**src/rtl/uart_pkg.sv**
```systemverilog
// uart_pkg: receiver state encoding and parity-mode constants shared by the UART RX files
// (UART_RX_PARITY_EN adds the PARITY state)
package uart_pkg;
    localparam int PAR_EVEN = 0;
    localparam int PAR_ODD  = 1;
`ifdef UART_RX_PARITY_EN
    typedef enum logic [2:0] {IDLE, START, DATA, PARITY, STOP} rx_state_t;
`else
    typedef enum logic [2:0] {IDLE, START, DATA, STOP} rx_state_t;
`endif
endpackage

```
**src/rtl/uart_rx_frame.sv**
```systemverilog
// uart_rx_frame: synchronizes the serial line and deserializes one frame at a time.
// Emits one-cycle valid / frame_err / parity_err events the cycle after the stop-bit sample.
// Parity bit handling exists only when UART_RX_PARITY_EN is defined.
module uart_rx_frame
    import uart_pkg::*;
#(
    parameter int CLKS_PER_BIT = 868,
    parameter int DATA_BITS    = 8,
    parameter int PARITY_ODD   = PAR_EVEN
) (
    input  logic                 clk_in,
    input  logic                 rst_n,
    input  logic                 rx_en,
    input  logic                 rx_serial_data,
    output logic [DATA_BITS-1:0] data,
    output logic                 valid,
    output logic                 frame_err,
    output logic                 parity_err
);
    localparam int CW = $clog2(CLKS_PER_BIT) + 1;
`ifdef UART_RX_PARITY_EN
    localparam rx_state_t AFTER_DATA = PARITY;
`else
    localparam rx_state_t AFTER_DATA = STOP;
`endif

    rx_state_t            state, nxt;
    logic [1:0]           sync;
    logic                 prev, line, fall, tick, half, last_bit, hold, par_bad, smp_stop;
    logic [CW-1:0]        cnt;
    logic [3:0]           idx;
    logic [DATA_BITS-1:0] shreg;

    if (PARITY_ODD != PAR_EVEN && PARITY_ODD != PAR_ODD) begin : g_bad_parity
        $error("uart_rx_frame: PARITY_ODD must be 0 or 1");
    end

    assign line     = sync[1];
    assign fall     = prev && !line;
    assign tick     = cnt == CW'(CLKS_PER_BIT - 1);
    assign half     = cnt == CW'(CLKS_PER_BIT / 2 - 1);
    assign last_bit = idx == 4'(DATA_BITS - 1);
    assign data     = shreg;

    // two-flop synchronizer plus one delayed copy for falling-edge detection
    always_ff @(posedge clk_in or negedge rst_n) begin
        if (!rst_n) begin
            sync <= 2'b11;
            prev <= 1'b1;
        end else begin
            sync <= {sync[0], rx_serial_data};
            prev <= line;
        end
    end

    // state register
    always_ff @(posedge clk_in or negedge rst_n) begin
        if (!rst_n) state <= IDLE;
        else        state <= nxt;
    end

    // next state: dropping rx_en aborts any frame; a frame error lingers in STOP until the line is high
    always_comb begin
        nxt = state;
        if (!rx_en) nxt = IDLE;
        else begin
            case (state)
                IDLE:    nxt = fall ? START : IDLE;
                START:   nxt = half ? (line ? IDLE : DATA) : START;
                DATA:    nxt = (tick && last_bit) ? AFTER_DATA : DATA;
`ifdef UART_RX_PARITY_EN
                PARITY:  nxt = tick ? STOP : PARITY;
`endif
                STOP:    nxt = (hold ? line : (tick && line)) ? IDLE : STOP;
                default: nxt = IDLE;
            endcase
        end
    end

    // stop-bit sample strobe, suppressed while waiting out a broken stop bit
    always_comb smp_stop = rx_en && state == STOP && !hold && tick;

    // bit timing, LSB-first shifting and the line-high wait after a framing error
    always_ff @(posedge clk_in or negedge rst_n) begin
        if (!rst_n) begin
            cnt   <= '0;
            idx   <= '0;
            shreg <= '0;
            hold  <= 1'b0;
        end else begin
            cnt  <= (state == IDLE || state != nxt || tick) ? '0 : cnt + CW'(1);
            idx  <= (state != DATA) ? '0 : idx + 4'(tick);
            hold <= (state == STOP) && (hold || (tick && !line));
            if (state == DATA && tick) shreg <= {line, shreg[DATA_BITS-1:1]};
        end
    end

`ifdef UART_RX_PARITY_EN
    // parity mismatch captured at the parity-bit midpoint
    always_ff @(posedge clk_in or negedge rst_n) begin
        if (!rst_n)                       par_bad <= 1'b0;
        else if (state == PARITY && tick) par_bad <= ^shreg ^ line ^ (PARITY_ODD == PAR_ODD);
    end

    // frame outcome events, one cycle after the stop sample
    always_ff @(posedge clk_in or negedge rst_n) begin
        if (!rst_n) begin
            valid      <= 1'b0;
            frame_err  <= 1'b0;
            parity_err <= 1'b0;
        end else begin
            valid      <= smp_stop && line && !par_bad;
            frame_err  <= smp_stop && !line;
            parity_err <= smp_stop && par_bad;
        end
    end
`else
    assign par_bad    = 1'b0;
    assign parity_err = 1'b0;

    // frame outcome events, one cycle after the stop sample
    always_ff @(posedge clk_in or negedge rst_n) begin
        if (!rst_n) begin
            valid     <= 1'b0;
            frame_err <= 1'b0;
        end else begin
            valid     <= smp_stop && line && !par_bad;
            frame_err <= smp_stop && !line;
        end
    end
`endif
endmodule

```
**src/rtl/uart_rx_buffered.sv**
```systemverilog
// uart_rx_buffered: UART receiver feeding a registered-read FIFO with sticky error flags.
// Define UART_RX_PARITY_EN to receive and check a parity bit after the data bits.
module uart_rx_buffered
    import uart_pkg::*;
#(
    parameter int CLKS_PER_BIT = 868,
    parameter int DATA_BITS    = 8,
    parameter int FIFO_DEPTH   = 16,
    parameter int AE_THRESH    = 2,
    parameter int PARITY_ODD   = PAR_EVEN
) (
    input  logic                          clk_in,
    input  logic                          rst_n,
    input  logic                          rx_en,
    input  logic                          rx_serial_data,
    input  logic                          rd_en,
    input  logic                          err_clr,
    output logic [DATA_BITS-1:0]          dout,
    output logic                          empty,
    output logic                          almost_empty,
    output logic                          full,
    output logic [$clog2(FIFO_DEPTH):0]   fill_count,
    output logic                          overrun,
    output logic                          frame_err,
    output logic                          parity_err
);
    localparam int AW = $clog2(FIFO_DEPTH);
    localparam int FW = AW + 1;

    logic [DATA_BITS-1:0] mem [FIFO_DEPTH];
    logic [DATA_BITS-1:0] word;
    logic [AW-1:0]        wp, rp;
    logic [FW-1:0]        nxt_fill;
    logic                 push, pop, wr, drop, ferr_ev, perr_ev;

    if (DATA_BITS < 5 || DATA_BITS > 8 || FIFO_DEPTH < 4 || FIFO_DEPTH > 1024 ||
        (FIFO_DEPTH & (FIFO_DEPTH - 1)) != 0) begin : g_bad_cfg
        $error("uart_rx_buffered: illegal DATA_BITS or FIFO_DEPTH");
    end

    uart_rx_frame #(
        .CLKS_PER_BIT (CLKS_PER_BIT),
        .DATA_BITS    (DATA_BITS),
        .PARITY_ODD   (PARITY_ODD)
    ) u_frame (
        .clk_in         (clk_in),
        .rst_n          (rst_n),
        .rx_en          (rx_en),
        .rx_serial_data (rx_serial_data),
        .data           (word),
        .valid          (push),
        .frame_err      (ferr_ev),
        .parity_err     (perr_ev)
    );

    // a pop needs data; a push into a full FIFO only fits when a pop frees a slot in the same cycle
    assign pop      = rd_en && !empty;
    assign wr       = push && (!full || rd_en);
    assign drop     = push && full && !rd_en;
    assign nxt_fill = fill_count + FW'(wr) - FW'(pop);

    // storage array; contents behind the pointers are never observed, so no reset
    always_ff @(posedge clk_in) begin
        if (wr) mem[wp] <= word;
    end

    // pointers, registered read port and registered status
    always_ff @(posedge clk_in or negedge rst_n) begin
        if (!rst_n) begin
            wp           <= '0;
            rp           <= '0;
            dout         <= '0;
            fill_count   <= '0;
            empty        <= 1'b1;
            almost_empty <= 1'b1;
            full         <= 1'b0;
        end else begin
            if (wr) wp <= wp + AW'(1);
            if (pop) begin
                rp   <= rp + AW'(1);
                dout <= mem[rp];
            end
            fill_count   <= nxt_fill;
            empty        <= nxt_fill == '0;
            full         <= nxt_fill == FW'(FIFO_DEPTH);
            almost_empty <= nxt_fill <= FW'(AE_THRESH);
        end
    end

    // sticky error flags; a new event beats a simultaneous clear
    always_ff @(posedge clk_in or negedge rst_n) begin
        if (!rst_n) begin
            overrun    <= 1'b0;
            frame_err  <= 1'b0;
            parity_err <= 1'b0;
        end else begin
            overrun    <= (overrun && !err_clr) || drop;
            frame_err  <= (frame_err && !err_clr) || ferr_ev;
            parity_err <= (parity_err && !err_clr) || perr_ev;
        end
    end
endmodule
```
**config.mk**
```make
export PLATFORM = sky130hd
export DESIGN_NAME = uart_rx_buffered
export DESIGN_NICKNAME = d
export VERILOG_FILES = /design/src/rtl/uart_pkg.sv /design/src/rtl/uart_rx_frame.sv /design/src/rtl/uart_rx_buffered.sv
export SDC_FILE = /design/constraint.sdc
export NUM_CORES = 1
export LEC_CHECK = 0
export BUFFER_PORTS_ARGS = -buffer_cell sky130_fd_sc_hd__buf_2
export CORE_MARGIN = 3
export CORE_UTILIZATION = 43
export DETAILED_ROUTE_END_ITERATION = 10
export GPL_ROUTABILITY_DRIVEN = 0
export HOLD_SLACK_MARGIN = 0.08
export PLACE_DENSITY = 0.67
export SYNTH_ARGS = -nofsm -noshare
export SYNTH_HDL_FRONTEND = slang
export SYNTH_SLANG_ARGS = --single-unit
```
**constraint.sdc**
```tcl
create_clock -name clk_in -period 2.9 [get_ports clk_in]
set_clock_uncertainty 0.15 [all_clocks]
set_input_delay 0.29 -clock clk_in [delete_from_list [all_inputs] [get_ports clk_in]]
set_output_delay 0.29 -clock clk_in [all_outputs]
set_load 0.02 [all_outputs]
```
==> metrics.md, run 1 <==
| Metric | Value |
|---|---|
| Ys Warns | 0 |
| Pin count of the biggest net entering global routing | 46 |
| GRT Max-Usage Layer | met2 |
| Setup CP Type | reg2reg |
| Clock root cell | clkbuf_16 |
| Worst-path fanout max | 4 |
| Clock latency on the worst-skew pair | 0.43 ns |
| Die W | 139 um |
| Detail Route Antenna Nets | 0 |
| DRT Wirelength | 14.8 mm |
| EDFF count, synth | 128 |
| Crit path DAT | 2.88 ns |
| RSZ-0062 raised after global routing | false |
| Tightest Pin Transition | 1.07 ns |
| Leak pwr | 3.58 nW |
| Initial core utilization | 0.441 |
| CTS Buffer Depth | 2 |
| Placed cell areas | 0.00811 sq mm |
| Final hold vios | 0 |
| Drt via density | 5.45 |
| Most frequent cells in the layout | edfxtp_1 (128), dfrtp_1 (52), mux2i_1 (41), buf_2 (24), nand2_1 (21) |
| Ant diodes | 0 |
| 1st-pass router iterations | 4 |
| Endpoints failing setup | 0 |
| Post-detail-place hpwl | 9.51 mm |
| Layout cells sized above 1 | 0.210 |
| CP cell instances | nand2b_1 -> inv_1 -> ha_1 -> inv_1 -> ha_1 -> fa_1 -> a21o_1 -> a21oi_2 -> xnor2_2 -> a2111oi_2 |
| Core area | 0.0174 sq mm |
| HP Class | in2reg |
| GR Util met1 | 0.200 |
| Final Max Slew Viols | 0 |
| Clock transition at path regs | 0.07 ns |
| Post-Syn Area per Cell | 15.9 sq um |
| Unique cell type count in the Yosys netlist | 49 |
| Power Density | 769 mW/mm^2 |
| #FFs+latches synth | 186 |
| Finished Cell Area | 0.00870 sq mm |
| Fraction of the cycle the final worst path needs | 0.931 |
| Fin nets | 545 |
| Congestion Overflow GR | 0 |
| Max cap viols | 0 |
| M3 GR Usage | 0.0433 |
| WHS Path Cells | 5 |
| P&R area growth vs syn | 13.7% |
| Status | complete, no violations |
| Drt drc | 0 |
| Rows | 48 |
| Final Util | 0.501 |
| Most used DFF post-synth | edfxtp_1 |
| Wire length of the first global-routing pass | 23.4 mm |
| Htree depth | 4 |
| CP required | 3.08 ns |
| Total CTS buffers | 17 |
| Post-synthesis sequential area ratio | 0.693 |
| Post-Syn Instances | 480 |
| Crit-path slowest cell | dfstp_2 |
| CP Capture Type | register |
| CTS tree | built |
| Die height | 139 um |
| Syn_nets | 501 |
| R2R cell count | 10 |
| Final WS setup | 0.199 ns |
| Setup tns final | 0 ns |
| Initial antenna violation count | 0 |
| Global router's overall resource usage | 0.160 |
| Mapped cell area | 0.00765 sq mm |
| Drt wl/cell | 19.4 um |
| CP peak stage delay | 0.53 ns |
| Ys async rst share | 0.312 |
| Commonest non-fill, non-tap cell in the layout | edfxtp_1 |
| Initial DRC Count | 234 |
| DP Worst Slack | 0.0467 ns |
| Postcts setup bufs | 0 |
| Die area | 0.0194 sq mm |
| IO buf count | 24 |
| Num Clock Sinks | 186 |
| Worst VDD drop | 0.000440 V |
| Tmin final | 2.70 ns |
| Total number of vias | 4,151 |
| Startpoint Class | register |
| Ports | 25 |
| Fmax | 370 MHz |
| Slew margin rel. | 0.287 |
| Vias in the first global route | 4,280 |
| Met2 Resource Use GR | 0.270 |
report_power, final:
group	switching, mW	total, mW	internal (mW)
sequential	0.153	3.10	2.94
combinational	0.892	1.51	0.620
clock	0.986	2.08	1.10
sequential cells by signal, indices dropped and copies added, names as in the netlist, 2 cells and up:
name	flops
mem	128
u_frame.cnt	11
dout	8
u_frame.data	8
fill_count	5
rp	4
u_frame.idx	4
wp	4
u_frame.state	2
u_frame.sync	2
critical path, delay by kind of cell (launching register included):
kind	cells	cell delay [ns]
and+or+nand+nor	1	0.11
DFF	1	0.53
AOI/OAI and AO/OA	3	0.67
adders and majority gates	3	0.89
buffers and inverters	2	0.12
xor gates and xnor gates	1	0.13
Yosys cell counts (10+ instances only):
cell type,instances,share of area
dfrtp_1,53,0.17
mux2i_1,41,0.054
a21oi_1,10,0.0065
nor2_1,13,0.0064
xnor2_1,14,0.016
a211oi_1,11,0.011
edfxtp_1,128,0.50
inv_1,20,0.0098
ha_1,14,0.023
mux4_2,16,0.047
nand2_1,21,0.010
clkbuf_1,14,0.0069
final timing paths:
kind | start | endpoint | slack (ns)
min in group asynchronous | rst_n | u_frame.cnt[8] | 0.44
worst max-delay path | empty | almost_empty | 0.20
worst max register to register | empty | almost_empty | 0.20
max in group asynchronous | rst_n | empty | 1.29
worst min-delay path | rd_en | rp[1] | 0.15
worst min register to register | u_frame.sync[0] | u_frame.sync[1] | 0.21
stage by stage:
stage,instances,power (mW),hold slack [ns]
6_report,762,6.69,0.154
5_1_grt,762,7.01,0.173
4_1_cts,762,6.67,0.130
3_5_place_dp,725,4.60,0.198
3_3_place_gp,725,4.54,0.198
2_1_floorplan,480,4.19,-0.156
layer usage:
| layer | wire (um) | share of wire | vias up |
|---|---|---|---|
| met1 | 6260 | 0.42 | 2124 |
| met5 | 0 | 0 | - |
| li1 | - | - | 1917 |
| met4 | 273 | 0.019 | 0 |
| met3 | 554 | 0.038 | 22 |
| met2 | 7670 | 0.52 | 88 |
cell type report:
type	count	area, sq um
fill	1399	8650
sequential	186	5300
multi-input combinational	250	2200
clock buffer	18	429
timing repair buffer	49	320
tap	225	282
clock inverter	14	96.3
inverter	20	75.1
repair_timing:
action | 4_1_cts | 5_1_grt
hold endpoints to repair | 46 | 0
setup endpoints to repair | 0 | 1
resized for setup | 0 | 4
hold buffers | 5 | 0
logic make-up (layout without fill, tap and decap cells):
group	count (synthesis)	in the layout	share of synthesized area
AOI/OAI and AO/OA	58	58	0.0575
xor gates and xnor gates	21	21	0.0240
adders and majority gates	15	15	0.0255
buffers and inverters	44	101	0.0227
DFF	186	186	0.693
muxes	65	65	0.112
and+or+nand+nor	91	91	0.0652
Note: power is estimated with default switching activity, not from simulation.
==> run 2: changes to the inputs <==
Settings changed: PLACE_DENSITY 0.67 to 0.65.
Clock period 2.9 ns to 3.1 ns, I/O delays scaled along.
==> run 2 against run 1 <==
Non-clock buffer count decreased by 3. Power decreased by 4.3%. Worst hold slack improved by 0.053 ns. Sequential cell count unchanged. Design area increased by 0.50%. Utilization increased by 0.25 points. Global-route usage increased by 0.15 points. First-iteration DRC count decreased by 0.43%. Critical path type is now in2reg. Highest routed layer unchanged.
==> metrics.md, run 2 (synthesis results as in run 1) <==
| Metric | Value |
|---|---|
| Biggest register | mem (unchanged) |
| Metal3 WL | 496 um (was 554 um) |
| Num Clock Sinks | 186 (unchanged) |
| 1st-pass router iterations | 4 (unchanged) |
| Initial core utilization | 0.441 (unchanged) |
| Worst VDD drop | 0.000435 V (was 0.000440 V) |
| Clock latency on the worst-skew pair | 0.43 ns (about the same) |
| Global router's overall resource usage | 0.162 (was 0.160) |
| Congestion Overflow GR | 0 (unchanged) |
| Final Max Slew Viols | 0 (unchanged) |
| Drt drc | 0 (unchanged) |
| Post-detail-place hpwl | 9.80 mm (was 9.51 mm) |
| Initial DRC Count | 233 (was 234) |
| Initial antenna violation count | 0 (unchanged) |
| Layout cells sized above 1 | 0.206 (was 0.210) |
| Clock transition at path regs | 0.06 ns (was 0.07 ns) |
| Final WS setup | 0.237 ns (was 0.199 ns) |
| Die W | 139 um (unchanged) |
| Leak pwr | 3.60 nW (was 3.58 nW) |
| Total CTS buffers | 17 (unchanged) |
| Top Layer Used | met4 (unchanged) |
| Fraction of the cycle the final worst path needs | 0.923 |
| CTS tree | built (unchanged) |
| CP cell instances | dlygate4sd3_1 -> buf_2 -> nand2b_1 -> and2_1 -> inv_1 -> ha_1 -> inv_1 -> ha_1 -> fa_1 -> a21o_1 -> a21oi_1 -> xnor2_1 -> nor3b_1 (was nand2b_1 -> inv_1 -> ha_1 -> inv_1 -> ha_1 -> fa_1 -> a21o_1 -> a21oi_2 -> xnor2_2 -> a2111oi_2) |
| P&R area growth vs syn | 14.3% (was 13.7%) |
| Fin cells | 759 (was 762) |
| Filler cell count | 1,439 (was 1,399) |
| Crit path max-delay family | adder cells (unchanged) |
| CP peak stage delay | 0.52 ns (was 0.53 ns) |
| Final hold vios | 0 (unchanged) |
| Total number of vias | 4,109 (was 4,151) |
| Commonest non-fill, non-tap cell in the layout | edfxtp_1 (unchanged) |
| CP Capture Type | register (unchanged) |
| Postcts setup bufs | 0 (unchanged) |
| Htree depth | 4 (unchanged) |
| Max FFs per register | 128 (unchanged) |
| Detail Route Antenna Nets | 0 (unchanged) |
| Pin count of the biggest net entering global routing | 33 (was 46) |
| CP bufs+invs | 4 (was 2) |
| Setup CP Type | in2reg (was reg2reg) |
| Ant diodes | 0 (unchanged) |
| Crit path DAT | 3.05 ns (was 2.88 ns) |
| WL met1 | 6.32 mm (was 6.26 mm) |
| IO buf count | 24 (unchanged) |
| Power Density | 733 mW/mm^2 (was 769 mW/mm^2) |
| Rows | 48 (unchanged) |
| Largest regs | mem x128, u_frame.cnt x11 (unchanged) |
| Placed insts | 722 (was 725) |
| Setup tns final | 0 ns (unchanged) |
| Drt wl/cell | 19.7 um (was 19.4 um) |
| Status | complete, no violations (unchanged) |
| Vias in the first global route | 4,189 (was 4,280) |
| Max cap viols | 0 (unchanged) |
| RSZ-0062 raised after global routing | false (unchanged) |
| Met2 Wirelength | 7.90 mm (was 7.67 mm) |
| Slew margin rel. | 0.447 (was 0.287) |
| Startpoint Class | primary input (was register) |
| DRT Wirelength | 15.0 mm (was 14.8 mm) |
| Fin nets | 542 (was 545) |
| Tightest Pin Transition | 0.829 ns (was 1.07 ns) |
| HP Class | reg2reg (was in2reg) |
| Fmax | 349 MHz |
| Tmin final | 2.86 ns |
| Core area | 0.0174 sq mm (unchanged) |
| Crit-path slowest cell | dlygate4sd3_1 (was dfstp_2) |
| Die area | 0.0194 sq mm (unchanged) |
| DP Worst Slack | 0.229 ns (was 0.0467 ns) |
| CP required | 3.29 ns (was 3.08 ns) |
| CTS Buffer Depth | 2 (unchanged) |
| Die height | 139 um (unchanged) |
| Total power | 6.41 mW (was 6.69 mW) |
| Endpoints failing setup | 0 (unchanged) |
| Wire length of the first global-routing pass | 23.5 mm (was 23.4 mm) |
| Worst-path fanout max | 6 (was 4) |
| Drt via density | 5.41 (was 5.45) |
| Ports | 25 (unchanged) |
| Clock root cell | clkbuf_16 (unchanged) |
| Most frequent cells in the layout | edfxtp_1 (128), dfrtp_1 (52), mux2i_1 (41), buf_2 (24), nand2_1 (21) (unchanged) |
==> run 2: repair_timing <==
item | in CTS | in global routing
gates resized for setup | 0 | 2
hold endpoints to repair | 36 | 0
hold buffers | 5 | 0
endpoints found under the setup margin | 0 | 1
==> run 2: final cells by class <==
cell class              instances  area [sq um]  area share
inverters                      20          75.1     0.00858
clock inverters                13           145      0.0166
multi-input cells             250          2190       0.250
well taps                     225           282      0.0322
flip-flops and latches        186          5300       0.606
repair buffers                 46           323      0.0369
clock buffers                  19           433      0.0495
==> run 2: metal layers <==
metal	global-route usage	vias to the layer above
met5	0	-
met4	0.0680	0
li1	-	1923
met3	0.0326	17
met2	0.274	71
met1	0.203	2098
==> run 2: power by group <==
group	internal (mW)	total, mW	switching [mW]
clock	1.20	2.12	0.919
sequential	2.75	2.95	0.196
combinational	0.569	1.34	0.774
total	4.52	6.41	1.89
==> run 2: path summary, 6_finish.rpt <==
path,start,endpoint,slack [ns],depth (start not counted)
worst max-delay path,rd_en,full,0.24,13
worst min-delay path,u_frame.sync[0],u_frame.sync[1],0.21,0
max in group asynchronous,rst_n,almost_empty,1.73,3
min in group asynchronous,rst_n,u_frame.cnt[7],0.37,2
worst max register to register,full,full,0.39,11
worst min register to register,u_frame.sync[0],u_frame.sync[1],0.21,0
==> run 2: per-stage QoR <==
| step | hold WS (ns) | utilization | instance area, sq um |
|---|---|---|---|
| 2_1_floorplan | -0.136 | - | 7650 |
| 3_3_place_gp | 0.196 | 0.467 | 8110 |
| 3_5_place_dp | 0.197 | 0.467 | 8110 |
| 4_1_cts | 0.207 | 0.504 | 8740 |
| 5_1_grt | 0.207 | 0.504 | 8750 |
| 6_report | 0.207 | 0.504 | 8750 |
==> run 3: changes to the inputs <==
Settings changed: CORE_UTILIZATION 43 to 50, GPL_ROUTABILITY_DRIVEN 0 to default, PLACE_DENSITY 0.65 to 0.72.
==> run 3 against run 2 <==
Final cell count shrank 5.1%. Setup slack better by 0.10 ns. Power decreased by 1.4%. Fmax is 3.8% higher. Count of clock-buffer cells in the layout fell by 1. Sequential cell count is the same. Wire length up 1.6%. First-iteration DRC count is 68% higher. Global-route usage rose by 3.4 points. Via count increased by 2.5%. Sequential share of layout area increased by 0.52 points. Utilization rose by 8.4 points. Critical path type is now reg2reg. Critical endpoint is now almost_empty. Largest cell class unchanged. Largest power group unchanged. Highest routed layer unchanged.
==> metrics.md, run 3 (synthesis results as in run 1) <==
| Metric | Value |
|---|---|
| Status | complete, no violations (unchanged) |
| Setup tns final | 0 ns (unchanged) |
| 1st-pass router iterations | 5 (was 4) |
| Crit path DAT | 2.93 ns (was 3.05 ns) |
| R2R cell count | 10 (was 11) |
| Worst VDD drop | 0.000367 V (was 0.000435 V) |
| Final hold vios | 0 (unchanged) |
| Wire length of the first global-routing pass | 24.2 mm (was 23.5 mm) |
| Ant diodes | 0 (unchanged) |
| Biggest register | mem (unchanged) |
| Clock latency on the worst-skew pair | 0.43 ns (about the same) |
| Layout cells sized above 1 | 0.209 (was 0.206) |
| Drt drc | 0 (unchanged) |
| Clock transition at path regs | 0.07 ns (was 0.06 ns) |
| Detail Route Antenna Nets | 0 (unchanged) |
| Congestion Overflow GR | 0 (unchanged) |
| Final Max Slew Viols | 0 (unchanged) |
| Commonest non-fill, non-tap cell in the layout | edfxtp_1 (unchanged) |
| IO buf count | 24 (unchanged) |
| Fmax | 362 MHz (was 349 MHz) |
| DRT Wirelength | 15.2 mm (was 15.0 mm) |
| Tmin final | 2.76 ns (was 2.86 ns) |
| Global router's overall resource usage | 0.195 (was 0.162) |
| Final GP Congestion | 0.847 |
| WHS Path Cells | 5 (was 0) |
| Hold Startpoint | rd_en (was u_frame.sync[0]) |
| Initial DRC Count | 392 (was 233) |
| Core area | 0.0148 sq mm (was 0.0174 sq mm) |
| Postcts setup bufs | 0 (unchanged) |
| Slew margin rel. | 0.448 (was 0.447) |
| Largest regs | mem x128, u_frame.cnt x11 (unchanged) |
| Vias in the first global route | 4,336 (was 4,189) |
| CP Capture Type | register (unchanged) |
| CP required | 3.27 ns (was 3.29 ns) |
| Drt via density | 5.85 (was 5.41) |
| R2R setup slack | 0.34 ns (was 0.39 ns) |
| Rows | 44 (was 48) |
| Num Clock Sinks | 186 (unchanged) |
| CTS tree | built (unchanged) |
| CTS Buffer Depth | 2 (unchanged) |
| Pin count of the biggest net entering global routing | 33 (unchanged) |
| Initial antenna violation count | 0 (unchanged) |
| Max FFs per register | 128 (unchanged) |
| Die W | 130 um (was 139 um) |
| Htree depth | 4 (unchanged) |
| Startpoint Class | register (was primary input) |
| Leak pwr | 3.59 nW (was 3.60 nW) |
| Tightest Pin Transition | 0.824 ns (was 0.829 ns) |
| Most frequent cells in the layout | edfxtp_1 (128), dfrtp_1 (52), mux2i_1 (41), buf_2 (24), nand2_1 (21) (unchanged) |
| Max cap viols | 0 (unchanged) |
| Power Density | 729 mW/mm^2 (was 733 mW/mm^2) |
| Hold Path End | rp[1] (was u_frame.sync[1]) |
| Filler cell count | 1,104 (was 1,439) |
| Total number of vias | 4,210 (was 4,109) |
| Setup CP Type | reg2reg (was in2reg) |
| Fin nets | 544 (was 542) |
| Ports | 25 (unchanged) |
| Reg2reg end | almost_empty (was full) |
| Total CTS buffers | 17 (unchanged) |
| Initial core utilization | 0.519 (was 0.441) |
| Die height | 130 um (was 139 um) |
| Fraction of the cycle the final worst path needs | 0.890 (was 0.923) |
| Endpoints failing setup | 0 (unchanged) |
| Clock root cell | clkbuf_16 (unchanged) |
| P&R area growth vs syn | 13.3% (was 14.3%) |
| Die area | 0.0168 sq mm (was 0.0194 sq mm) |
| Drt wl/cell | 21.1 um (was 19.7 um) |
| Final WS setup | 0.341 ns (was 0.237 ns) |
| HP Class | in2reg (was reg2reg) |
| Worst-path fanout max | 4 (was 6) |
| DP Worst Slack | 0.0940 ns (was 0.229 ns) |
| Post-detail-place hpwl | 9.95 mm (was 9.80 mm) |
| Crit Reg-Reg Startpoint | empty (was full) |
| RSZ-0062 raised after global routing | false (unchanged) |
==> run 3: cell count changes in the layout (fill, tap and decap cells not counted), sizes merged <==
| cell | delta |
|---|---|
| clkbuf | -1 |
| clkinv | -3 |
| buf | +2 |
| inv | +5 |
| clkinvlp | +1 |
| bufinv | -2 |
==> run 3: how the worst max path moves through the flow <==
stage          cells after the start  startpoint            to  slack, ns
3_5_place_dp                      12       rd_en  almost_empty       0.09
5_1_grt                           10       empty  almost_empty       0.14
4_1_cts                           10       empty  almost_empty       0.15
2_1_floorplan                     11       empty  almost_empty       0.09
6_report                          10       empty  almost_empty       0.34
3_3_place_gp                      12       rd_en  almost_empty       0.33
==> run 3: metal layers <==
layer	up-vias	global-route usage	wire length [um]
met3	24	0.0389	622
met5	-	0	0
met4	0	0.0856	326
met1	2173	0.250	6410
li1	1917	-	-
met2	96	0.327	7830
==> run 3: cell type report <==
cell class / instances / area (sq um) / area share
Sequential cell: 186 / 5300 / 0.612
Tap cell: 184 / 230 / 0.0266
Inverter: 20 / 75.1 / 0.00866
Multi-Input combinational cell: 250 / 2180 / 0.252
Timing Repair Buffer: 48 / 325 / 0.0375
Clock inverter: 14 / 128 / 0.0147
Clock buffer: 18 / 429 / 0.0495
==> run 3: what timing repair did <==
action | CTS | global route
endpoints found under the setup margin | 0 | 1
hold buffers | 5 | 0
endpoints found under the hold margin | 33 | 0
resized for setup | 0 | 1
==> run 3: worst max-delay path: stages (launching register included) <==
cell and delay, ns:
dfstp_2 0.54, nand2b_1 0.11, inv_1 0.08, ha_1 0.29
inv_1 0.04, ha_1 0.20, fa_1 0.41, a21o_1 0.17
a21oi_1 0.17, xnor2_1 0.14, a2111oi_1 0.34
==> run 3: where the power goes <==
part           leakage, nW  switching [mW]  internal, mW
Combinational         1.07           0.759         0.574
Sequential            2.24           0.197          2.75
Clock                0.274           0.979          1.06
Total                 3.59            1.93          4.39
==> run 3: stage by stage <==
step / total power, mW / instances / hold WS (ns) / util / area (sq um)
after floorplan: 3.92 / 480 / -0.136 / - / 7650
after global placement: 4.28 / 683 / 0.197 / 0.546 / 8060
after detailed placement: 4.35 / 683 / 0.198 / 0.546 / 8060
after CTS: 6.38 / 720 / 0.143 / 0.588 / 8670
after global routing: 6.61 / 720 / 0.211 / 0.588 / 8670
final: 6.32 / 720 / 0.152 / 0.588 / 8670
